## config.mk

```make
export PLATFORM = sky130hd
export DESIGN_NAME = fmul_pipe
export DESIGN_NICKNAME = d
export VERILOG_FILES = /design/src/rtl/fmul_pipe.sv
export SDC_FILE = /design/constraint.sdc
export NUM_CORES = 2
export LEC_CHECK = 0
export BUFFER_PORTS_ARGS = -buffer_cell sky130_fd_sc_hd__buf_2
export CAP_MARGIN = 5
export CORE_ASPECT_RATIO = 0.5
export CORE_UTILIZATION = 40
export CTS_CLUSTER_SIZE = 12
export DETAILED_ROUTE_END_ITERATION = 6
export PLACE_DENSITY = 0.57
export SLEW_MARGIN = 20
export SYNTH_ARGS = -nofsm -noshare
export SYNTH_HDL_FRONTEND = slang
export SYNTH_SLANG_ARGS = --single-unit
```

## constraint.sdc

```tcl
create_clock -name clk -period 6.2 [get_ports clk]
set_input_delay 1.55 -clock clk [delete_from_list [all_inputs] [get_ports clk]]
set_output_delay 1.55 -clock clk [all_outputs]
set_load 0.02 [all_outputs]
```

## src/rtl/fmul_pipe.sv

```systemverilog
`default_nettype none
// ============================================================================
// Module   : fmul_pipe
// Purpose  : 3-stage pipelined IEEE-754-style multiplier with valid/ready
//            handshake. Denormals are flushed. Define FMUL_RNE_EN to get
//            round-to-nearest-even; otherwise the result is truncated.
// Revision : 1.0  initial release
// ============================================================================
module fmul_pipe #(
   parameter int EXP_W = 8,
   parameter int MAN_W = 23,
   parameter int TAG_W = 4
) (
   input  logic                 clk,
   input  logic                 rst_n,
   input  logic                 in_valid,
   output logic                 in_ready,
   input  logic [EXP_W+MAN_W:0] in_a,
   input  logic [EXP_W+MAN_W:0] in_b,
   input  logic [TAG_W-1:0]     in_tag,
   output logic                 out_valid,
   input  logic                 out_ready,
   output logic [EXP_W+MAN_W:0] out_result,
   output logic [TAG_W-1:0]     out_tag,
   output logic [2:0]           out_flags
);
   localparam int c_SW = EXP_W + 2;
   localparam int c_PW = 2 * (MAN_W + 1);
   localparam logic [c_SW-1:0] c_BIAS    = c_SW'((1 << (EXP_W - 1)) - 1);
   localparam logic [c_SW-1:0] c_EXP_MAX = c_SW'((1 << EXP_W) - 1);
   localparam logic [1:0] c_CLS_NORM = 2'd0;
   localparam logic [1:0] c_CLS_ZERO = 2'd1;
   localparam logic [1:0] c_CLS_INF  = 2'd2;
   localparam logic [1:0] c_CLS_NAN  = 2'd3;

   logic r_v1, r_v2, r_v3;
   logic w_adv1, w_adv2, w_adv3;

   assign w_adv3   = !r_v3 || out_ready;
   assign w_adv2   = !r_v2 || w_adv3;
   assign w_adv1   = !r_v1 || w_adv2;
   assign in_ready = w_adv1;

   // S1: unpack and classify
   logic             w_sa, w_sb;
   logic [EXP_W-1:0] w_ea, w_eb;
   logic [MAN_W-1:0] w_ma, w_mb;
   logic             w_a_zero, w_a_inf, w_a_nan, w_b_zero, w_b_inf, w_b_nan;
   logic [1:0]       w_cls;
   logic [c_SW-1:0]  w_exp_sum;

   assign {w_sa, w_ea, w_ma} = in_a;
   assign {w_sb, w_eb, w_mb} = in_b;
   assign w_a_zero  = (w_ea == '0);
   assign w_b_zero  = (w_eb == '0);
   assign w_a_inf   = (&w_ea) && (w_ma == '0);
   assign w_b_inf   = (&w_eb) && (w_mb == '0);
   assign w_a_nan   = (&w_ea) && (w_ma != '0);
   assign w_b_nan   = (&w_eb) && (w_mb != '0);
   assign w_exp_sum = c_SW'(w_ea) + c_SW'(w_eb) - c_BIAS;

   always_comb begin
      w_cls = c_CLS_NORM;
      if (w_a_nan || w_b_nan || (w_a_inf && w_b_zero) || (w_a_zero && w_b_inf))
         w_cls = c_CLS_NAN;
      else if (w_a_inf || w_b_inf)
         w_cls = c_CLS_INF;
      else if (w_a_zero || w_b_zero)
         w_cls = c_CLS_ZERO;
   end

   logic             r_sign1, r_sign2;
   logic [c_SW-1:0]  r_exp1, r_exp2;
   logic [1:0]       r_cls1, r_cls2;
   logic [MAN_W:0]   r_ma1, r_mb1;
   logic [c_PW-1:0]  r_prod2;
   logic [TAG_W-1:0] r_tag1, r_tag2, r_tag3;
   logic [EXP_W+MAN_W:0] r_result;
   logic [2:0]       r_flags;

   // S3: normalise, round, range-check and pack
   logic            w_top;
   logic [MAN_W-1:0] w_mant_t;
   logic [MAN_W:0]  w_mant_r;
   logic [c_SW-1:0] w_exp_n, w_exp_r;
   logic [EXP_W+MAN_W:0] w_res;
   logic [2:0]      w_flags;

   assign w_top    = r_prod2[c_PW-1];
   assign w_mant_t = w_top ? r_prod2[c_PW-2 -: MAN_W] : r_prod2[c_PW-3 -: MAN_W];
   assign w_exp_n  = r_exp2 + c_SW'(w_top);

`ifdef FMUL_RNE_EN
   logic w_guard, w_sticky, w_rnd_up;
   // sticky folds the round bit together with every lower product bit
   assign w_guard  = w_top ? r_prod2[c_PW-2-MAN_W] : r_prod2[c_PW-3-MAN_W];
   assign w_sticky = w_top ? (|r_prod2[c_PW-3-MAN_W:0]) : (|r_prod2[c_PW-4-MAN_W:0]);
   assign w_rnd_up = w_guard && (w_sticky || w_mant_t[0]);
   assign w_mant_r = {1'b0, w_mant_t} + (MAN_W+1)'(w_rnd_up);
`else
   logic w_unused_low;
   assign w_unused_low = ^r_prod2[c_PW-3-MAN_W:0];
   assign w_mant_r     = {1'b0, w_mant_t};
`endif

   assign w_exp_r = w_exp_n + c_SW'(w_mant_r[MAN_W]);

   always_comb begin
      w_res   = '0;
      w_flags = 3'b000;
      case (r_cls2)
         c_CLS_NAN: begin
            w_res   = {1'b0, {EXP_W{1'b1}}, 1'b1, {(MAN_W-1){1'b0}}};
            w_flags = 3'b100;
         end
         c_CLS_INF:  w_res = {r_sign2, {EXP_W{1'b1}}, {MAN_W{1'b0}}};
         c_CLS_ZERO: w_res = {r_sign2, {(EXP_W+MAN_W){1'b0}}};
         default: begin
            if (!w_exp_r[c_SW-1] && (w_exp_r >= c_EXP_MAX)) begin
               w_res   = {r_sign2, {EXP_W{1'b1}}, {MAN_W{1'b0}}};
               w_flags = 3'b010;
            end else if (w_exp_r[c_SW-1] || (w_exp_r == '0)) begin
               w_res   = {r_sign2, {(EXP_W+MAN_W){1'b0}}};
               w_flags = 3'b001;
            end else begin
               w_res = {r_sign2, w_exp_r[EXP_W-1:0], w_mant_r[MAN_W-1:0]};
            end
         end
      endcase
   end

   always_ff @(posedge clk) begin
      if (!rst_n) begin
         r_v1     <= 1'b0;
         r_v2     <= 1'b0;
         r_v3     <= 1'b0;
         r_result <= '0;
         r_flags  <= 3'b000;
         r_tag3   <= '0;
      end else begin
         if (w_adv1) r_v1 <= in_valid;
         if (w_adv2) r_v2 <= r_v1;
         if (w_adv3) r_v3 <= r_v2;
         if (w_adv3 && r_v2) begin
            r_result <= w_res;
            r_flags  <= w_flags;
            r_tag3   <= r_tag2;
         end
      end
   end

   // datapath stages carry no reset; their valid bits qualify them
   always_ff @(posedge clk) begin
      if (w_adv1 && in_valid) begin
         r_sign1 <= w_sa ^ w_sb;
         r_exp1  <= w_exp_sum;
         r_cls1  <= w_cls;
         r_ma1   <= {1'b1, w_ma};
         r_mb1   <= {1'b1, w_mb};
         r_tag1  <= in_tag;
      end
      if (w_adv2 && r_v1) begin
         r_sign2 <= r_sign1;
         r_exp2  <= r_exp1;
         r_cls2  <= r_cls1;
         r_prod2 <= c_PW'(r_ma1) * c_PW'(r_mb1);
         r_tag2  <= r_tag1;
      end
   end

   assign out_valid  = r_v3;
   assign out_result = r_result;
   assign out_flags  = r_flags;
   assign out_tag    = r_tag3;

endmodule
`default_nettype wire

```

* Word-level counts from Yosys, hierarchy flattened
Index checks and enable logic that the tools add are counted.
Storage, ports and cells: input port bits 72, register bits after elaboration 170, logic and storage cells 70, output and inout bits 41
Cells by class: bitwise logic cells 1, $lt $le $gt $ge 1, $add $sub $neg 3, mux-type cells 9, reduce and logical (&&, ||, !) cells 34, $mul 1, eq/ne operators 3
Operator list (number):
- $pmux W32 S3 | 1
- $mux W31 | 2
- $mul A24 B24 Y48 | 1
- $logic_not A23 Y1 | 2
- $reduce_bool A23 Y1 | 2
- $mux W23 | 1
- $logic_not A8 Y1 | 2
- $reduce_and A8 Y1 | 2
- $add A10 B1 Y10 | 1
- $ge A10 B8 Y1 const B | 1
- $logic_and A1 B1 Y1 | 10
- $logic_not A10 Y1 | 1
- $sub A9 B7 Y10 const B | 1
- $add A8 B8 Y9 | 1
- $logic_or A1 B1 Y1 | 9
- $pmux W3 S2 | 1
- $eq A2 B2 Y1 const B | 2
- $logic_not A1 Y1 | 4
- $reduce_or A2 Y1 | 2
- $mux W1 | 3
- $eq A2 B1 Y1 const B | 1
- $mux W2 | 1
- $xor A1 B1 Y1 | 1

* Depth between registers and ports, before layout
word-level depth 6, mapped depth 26, depth with buffers taken out 24

* Worst setup path before layout
OpenSTA, ideal clock, no wires.
path kind flip-flop to flip-flop, start point register r_ma1[21], end point register r_prod2[47], data pin, data arrival time 6.523 ns, setup time 0.262 ns, required time 5.938 ns, clock period less this slack 6.784 ns, path slack -0.584 ns, cell stages (with the launch flop) 23, path buffers 1, path through edfxtp_1 -> clkbuf_1 -> and2_1 -> fa_1 -> fa_1 -> inv_1 -> fa_1 -> inv_1 -> fa_1 -> fa_1 -> fa_1 -> inv_1 -> fa_1 -> inv_1 -> ha_1 -> a21oi_1 -> o21ai_0 -> a311o_1 -> a211o_1 -> a22o_1 -> a2111o_1 -> o31ai_2 -> xnor2_1
Between the ends: word-level cells in the longest chain between the ends 1
Ends and longest elaborated chain:
- from (decl) | line 75 | logic [MAN_W:0] r_ma1, r_mb1;
- from (signal assigned) | line 158 | r_ma1 <= {1'b1, w_ma};
- $mul A24 B24 Y48 | line 166 | r_prod2 <= c_PW'(r_ma1) * c_PW'(r_mb1);
- to (signal assigned) | line 166
- to (decl) | line 76 | logic [c_PW-1:0] r_prod2;
Every way passes these cells. A chain may end at the register's enable or synchronous reset.

* Worst setup path in the final report
start point register r_ma1[7], end point register r_prod2[38], data pin
The elaborated chain is that of the path after synthesis.

==> summary.md <==
For this design the top-level I/O count stands at 113. The clock net in this run drives a total of 147 sinks. The flow ran to the end, but the final reports show violations. The xor/xnor share of the synthesized area was 1.469%. For the pin with the worst max-slew slack, the measured transition is 0.9594 ns.

For this run, the number of Yosys warnings is 0. The endpoint kind of the worst setup timing path is a flip-flop. After synthesis, the share of flip-flops with an asynchronous set or reset is 0%.

The worst hold path begins at r_exp1[0]. The run gives 58100 um^2 as the placeable core area. From left edge to right edge, the die measures 347.3 um. The run gives 0 as the number of violations of the max-capacitance limit. In this run the cell area of the synthesized design comes to 23850 um^2. TritonCTS built the clock tree. The overall global routing resource usage is 24.44%, and the total CTS buffers is 17. Static timing analysis puts the maximum clock frequency at 0.1429 GHz. For the number of design rule violations left after detail routing, the log shows 0. The min-delay analysis places its worst path in the category flip-flop to flip-flop. The instance count along the most critical hold path is 0. At the placement stage, the worst setup path has a slack of -0.8937 ns. Detailed placement finished with a half-perimeter wire length of 61080 um. In this run the core area contains 62 standard-cell rows. Worst clock skew on the final layout: 0.008889 ns.

In the synthesized netlist the dominant register cell turns out to be edfxtp_1. For the finished layout, the period the worst path requires is 6.997 ns. Share of the synthesized area in the top cell type: 40.46%. Routability-driven placement finished with a final weighted congestion of 0.9323.

The die area was 60660 um^2. Clock-pin slew was measured on the worst setup and hold paths at 0.07 ns. The multiplexer share of the synthesized area was 1.007%; the final wirelength was 71540 um. The run gives 111100 um as the wire length of the first global-routing pass. The H-tree was split into 4 levels. Of all nets on the critical path, the largest fanout is 4. For the final count of hold timing violations, the log shows 0. The logs give 65 for the unique cell type count in the Yosys netlist and 0.44 ns for the clock insertion delay at the later pin of the skew report. The largest net degree at the start of global routing came out at 64. The starting DRC count in detailed routing was 1319. The wire length on met2 is 31220 um, and the total nets after synthesis is 3217. For this run, the number of standard cells in the final layout without fillers is 3613. After synthesis, the largest family of logic cells by area is adder cells. From synthesis to final layout, the design area changed by 22.80%. The endpoint identified for the worst register-to-register timing path is r_prod2[38].

In this run the tightest slew margin relative to its limit is 36.04%. The path with the worst hold slack has its endpoint at r_exp2[0]. In this run the critical register-to-register path is launched from r_ma1[7].

The average footprint of a synthesized cell is 9.627 um^2, and the worst reg2reg path depth is 26. The final antenna diode count came out at 0. After synthesis, the cell types taking the most area are fa_1 (40%), edfxtp_1 (13%), ha_1 (9.8%). The area fraction in compound gates after synthesis was 4.622%. The post-synthesis adder-cell area fraction was 50.22%. Final-report max-slew violation count: 0. The setup slack of the worst register-to-register path was -0.80 ns.

The worst path uses 112.9% of the clock period. After Yosys synthesis, and, or, nand and nor cells account for 15.10% of the synthesized area. Number of enable-type register cells in the synthesized netlist: 105. The tree is rooted in a clkbuf_16. The tools report the final setup slack of the worst path as -0.7972 ns. The proportion of layout cells with a drive suffix above 1 is 21.09%, and the final hold slack is 0.4198 ns. The tools report the total vias in the final route as 18030. The largest total area in the synthesized netlist belongs to fa_1. The run gives 16.75% as the share of the yosys chip area belonging to registers. The tools report the detailed-router iteration count before antenna repair as 5. The area after detailed placement is 27950 um^2.

The tools report the final design area excluding fillers as 29280 um^2. Once the floorplan was initialized, standard cells occupied 41.04% of the core. Setup repair after global routing could not meet its margin everywhere. The run gives 0 as the count of antenna-violating nets left after detailed routing. Data arrives at the worst endpoint at 7.27 ns. The met1 layer wirelength in the final routing is 32130 um.

The number of cells produced by synthesis was 2477; the vertical extent of the die was 174.7 um. The worst setup path is launched from a flip-flop. After the last flow step, the layout net total stands at 3572. Once placement completed, the tool counted placed cells totaling 3544.

For the required time of the critical path, the log shows 6.47 ns. After detailed routing, the average wire length per cell comes to 19.80 um. The total overflow left after global routing is 0.

No sink is reached through more buffers than the 2 on the longest clock path. The routed design uses 6144 um of met3 wire. Buffers placed on the I/O ports in this run total 112. The filler cells instantiated in the layout total 5338.

The checks that failed: negative setup slack. The initial antenna violation count is 3, and the number of global-route vias before repair is 18930. Setup violations remaining at the end of the flow were counted as 25. Counting flops and latches in the post-synthesis netlist gives 147. The via density per instance came out at 4.991. Top metal layer carrying routed signals: met5. The critical path is of the flip-flop to flip-flop type.
==> per-layer routing <==
metal / up-vias / GRT usage [%]
li1: 8172 / -
met1: 9215 / 34.72
met2: 553 / 37.11
met3: 91 / 5.993
met4: 2 / 6.951
met5: - / 0
==> cell usage in the layout (no fill, tap or decap), types with 13 or more instances in the layout <==
cell type	count
a21o_1	13
a21oi_1	44
and2_1	227
and2_4	16
buf_12	51
buf_2	113
buf_4	258
buf_6	18
clkbuf_16	18
dfxtp_1	42
edfxtp_1	105
fa_1	465
fa_2	17
ha_1	170
ha_4	15
inv_1	561
inv_2	16
mux2i_1	24
nand2_1	314
nand4_1	22
nor2_1	71
nor3_1	13
nor4_1	16
o21ai_0	44
xnor2_1	26
==> critical path, stage by stage (launching register included) <==
cell and delay (ns):
edfxtp_1 0.58, buf_6 0.21, and2_4 0.13, fa_1 0.48, inv_1 0.05, fa_1 0.50, inv_2 0.04, fa_1 0.55
fa_1 0.48, fa_1 0.54, fa_1 0.50, inv_1 0.05, fa_1 0.49, inv_2 0.05, ha_4 0.28, buf_4 0.11
buf_6 0.08, nand4_1 0.13, nor3_2 0.28, o2111a_1 0.25, a211o_4 0.18, buf_6 0.10, buf_6 0.10, nand2b_4 0.05
o21a_1 0.21, o21bai_1 0.17, xor2_1 0.22
==> cells by family after synthesis <==
logic type,count (synthesis)
AOI/OAI and AO/OA,175
xor gates and xnor gates,40
adders and majority gates,668
buffers and inverters,687
DFF,147
muxes,24
and+or+nand+nor,736
==> registers in the layout, summed over array words and instances, names as in the netlist, 4 cells and up <==
| signal | count |
|---|---|
| out_result | 32 |
| r_prod2 | 25 |
| r_ma1 | 23 |
| r_mb1 | 23 |
| r_exp1 | 10 |
| r_exp2 | 10 |
| out_tag | 4 |
| r_tag1 | 4 |
| r_tag2 | 4 |
==> Yosys cell counts, types with 4 or more instances <==
cell type and instances:
and3_1 4, a31oi_1 5, nand3_1 13, nor2b_1 9, a211oi_1 4, o21ai_0 50, a21oi_1 53, dfxtp_1 42
o21bai_1 6, fa_1 482, a21o_1 13, mux2i_1 24, xnor2_1 29, and2_1 243, clkbuf_1 100, nor2_1 75
edfxtp_1 105, nor3_1 14, nor4_1 16, xor2_1 11, o21a_1 9, ha_1 186, nand2_1 323, inv_1 580
nand4_1 22
==> worst max path at each step <==
stage / startpoint / cells after the start / slack [ns] / endpoint
after floorplan: r_ma1[10] / 23 / -0.35 / r_prod2[41]
after global placement: r_ma1[6] / 22 / -0.94 / r_prod2[37]
after detailed placement: r_ma1[6] / 22 / -0.89 / r_prod2[37]
after CTS: r_ma1[7] / 22 / -0.78 / r_prod2[47]
after global routing: r_mb1[10] / 22 / -0.94 / r_prod2[37]
final: r_ma1[7] / 26 / -0.80 / r_prod2[38]
==> through the flow <==
step	util (%)	setup TNS, ns
after floorplan	-	-2.798
after global placement	48.10	-16.43
after detailed placement	48.10	-15.45
after CTS	49.56	-12.28
after global routing	50.40	-17.77
final	50.40	-14.10
==> what timing repair did <==
action,4_1_cts,5_1_grt
resized for setup,42,74
hold buffers,0,0
pin swaps,16,45
setup buffers,17,23
endpoints found under the setup margin,25,25
==> layout make-up <==
class                      instances  area [um^2]  area share, %
multi-input combinational       1643        17830          60.90
sequential                       147         3994          13.64
timing repair buffer             441         3730          12.74
inverter                         582         2196          7.499
tap                              768        960.9          3.281
clock buffer                      19        455.4          1.555
clock inverter                    13        112.6         0.3845
Power is left out: the tool's default activity adds up to more than one toggle a clock period on the data nets, which glitch-free logic cannot reach.
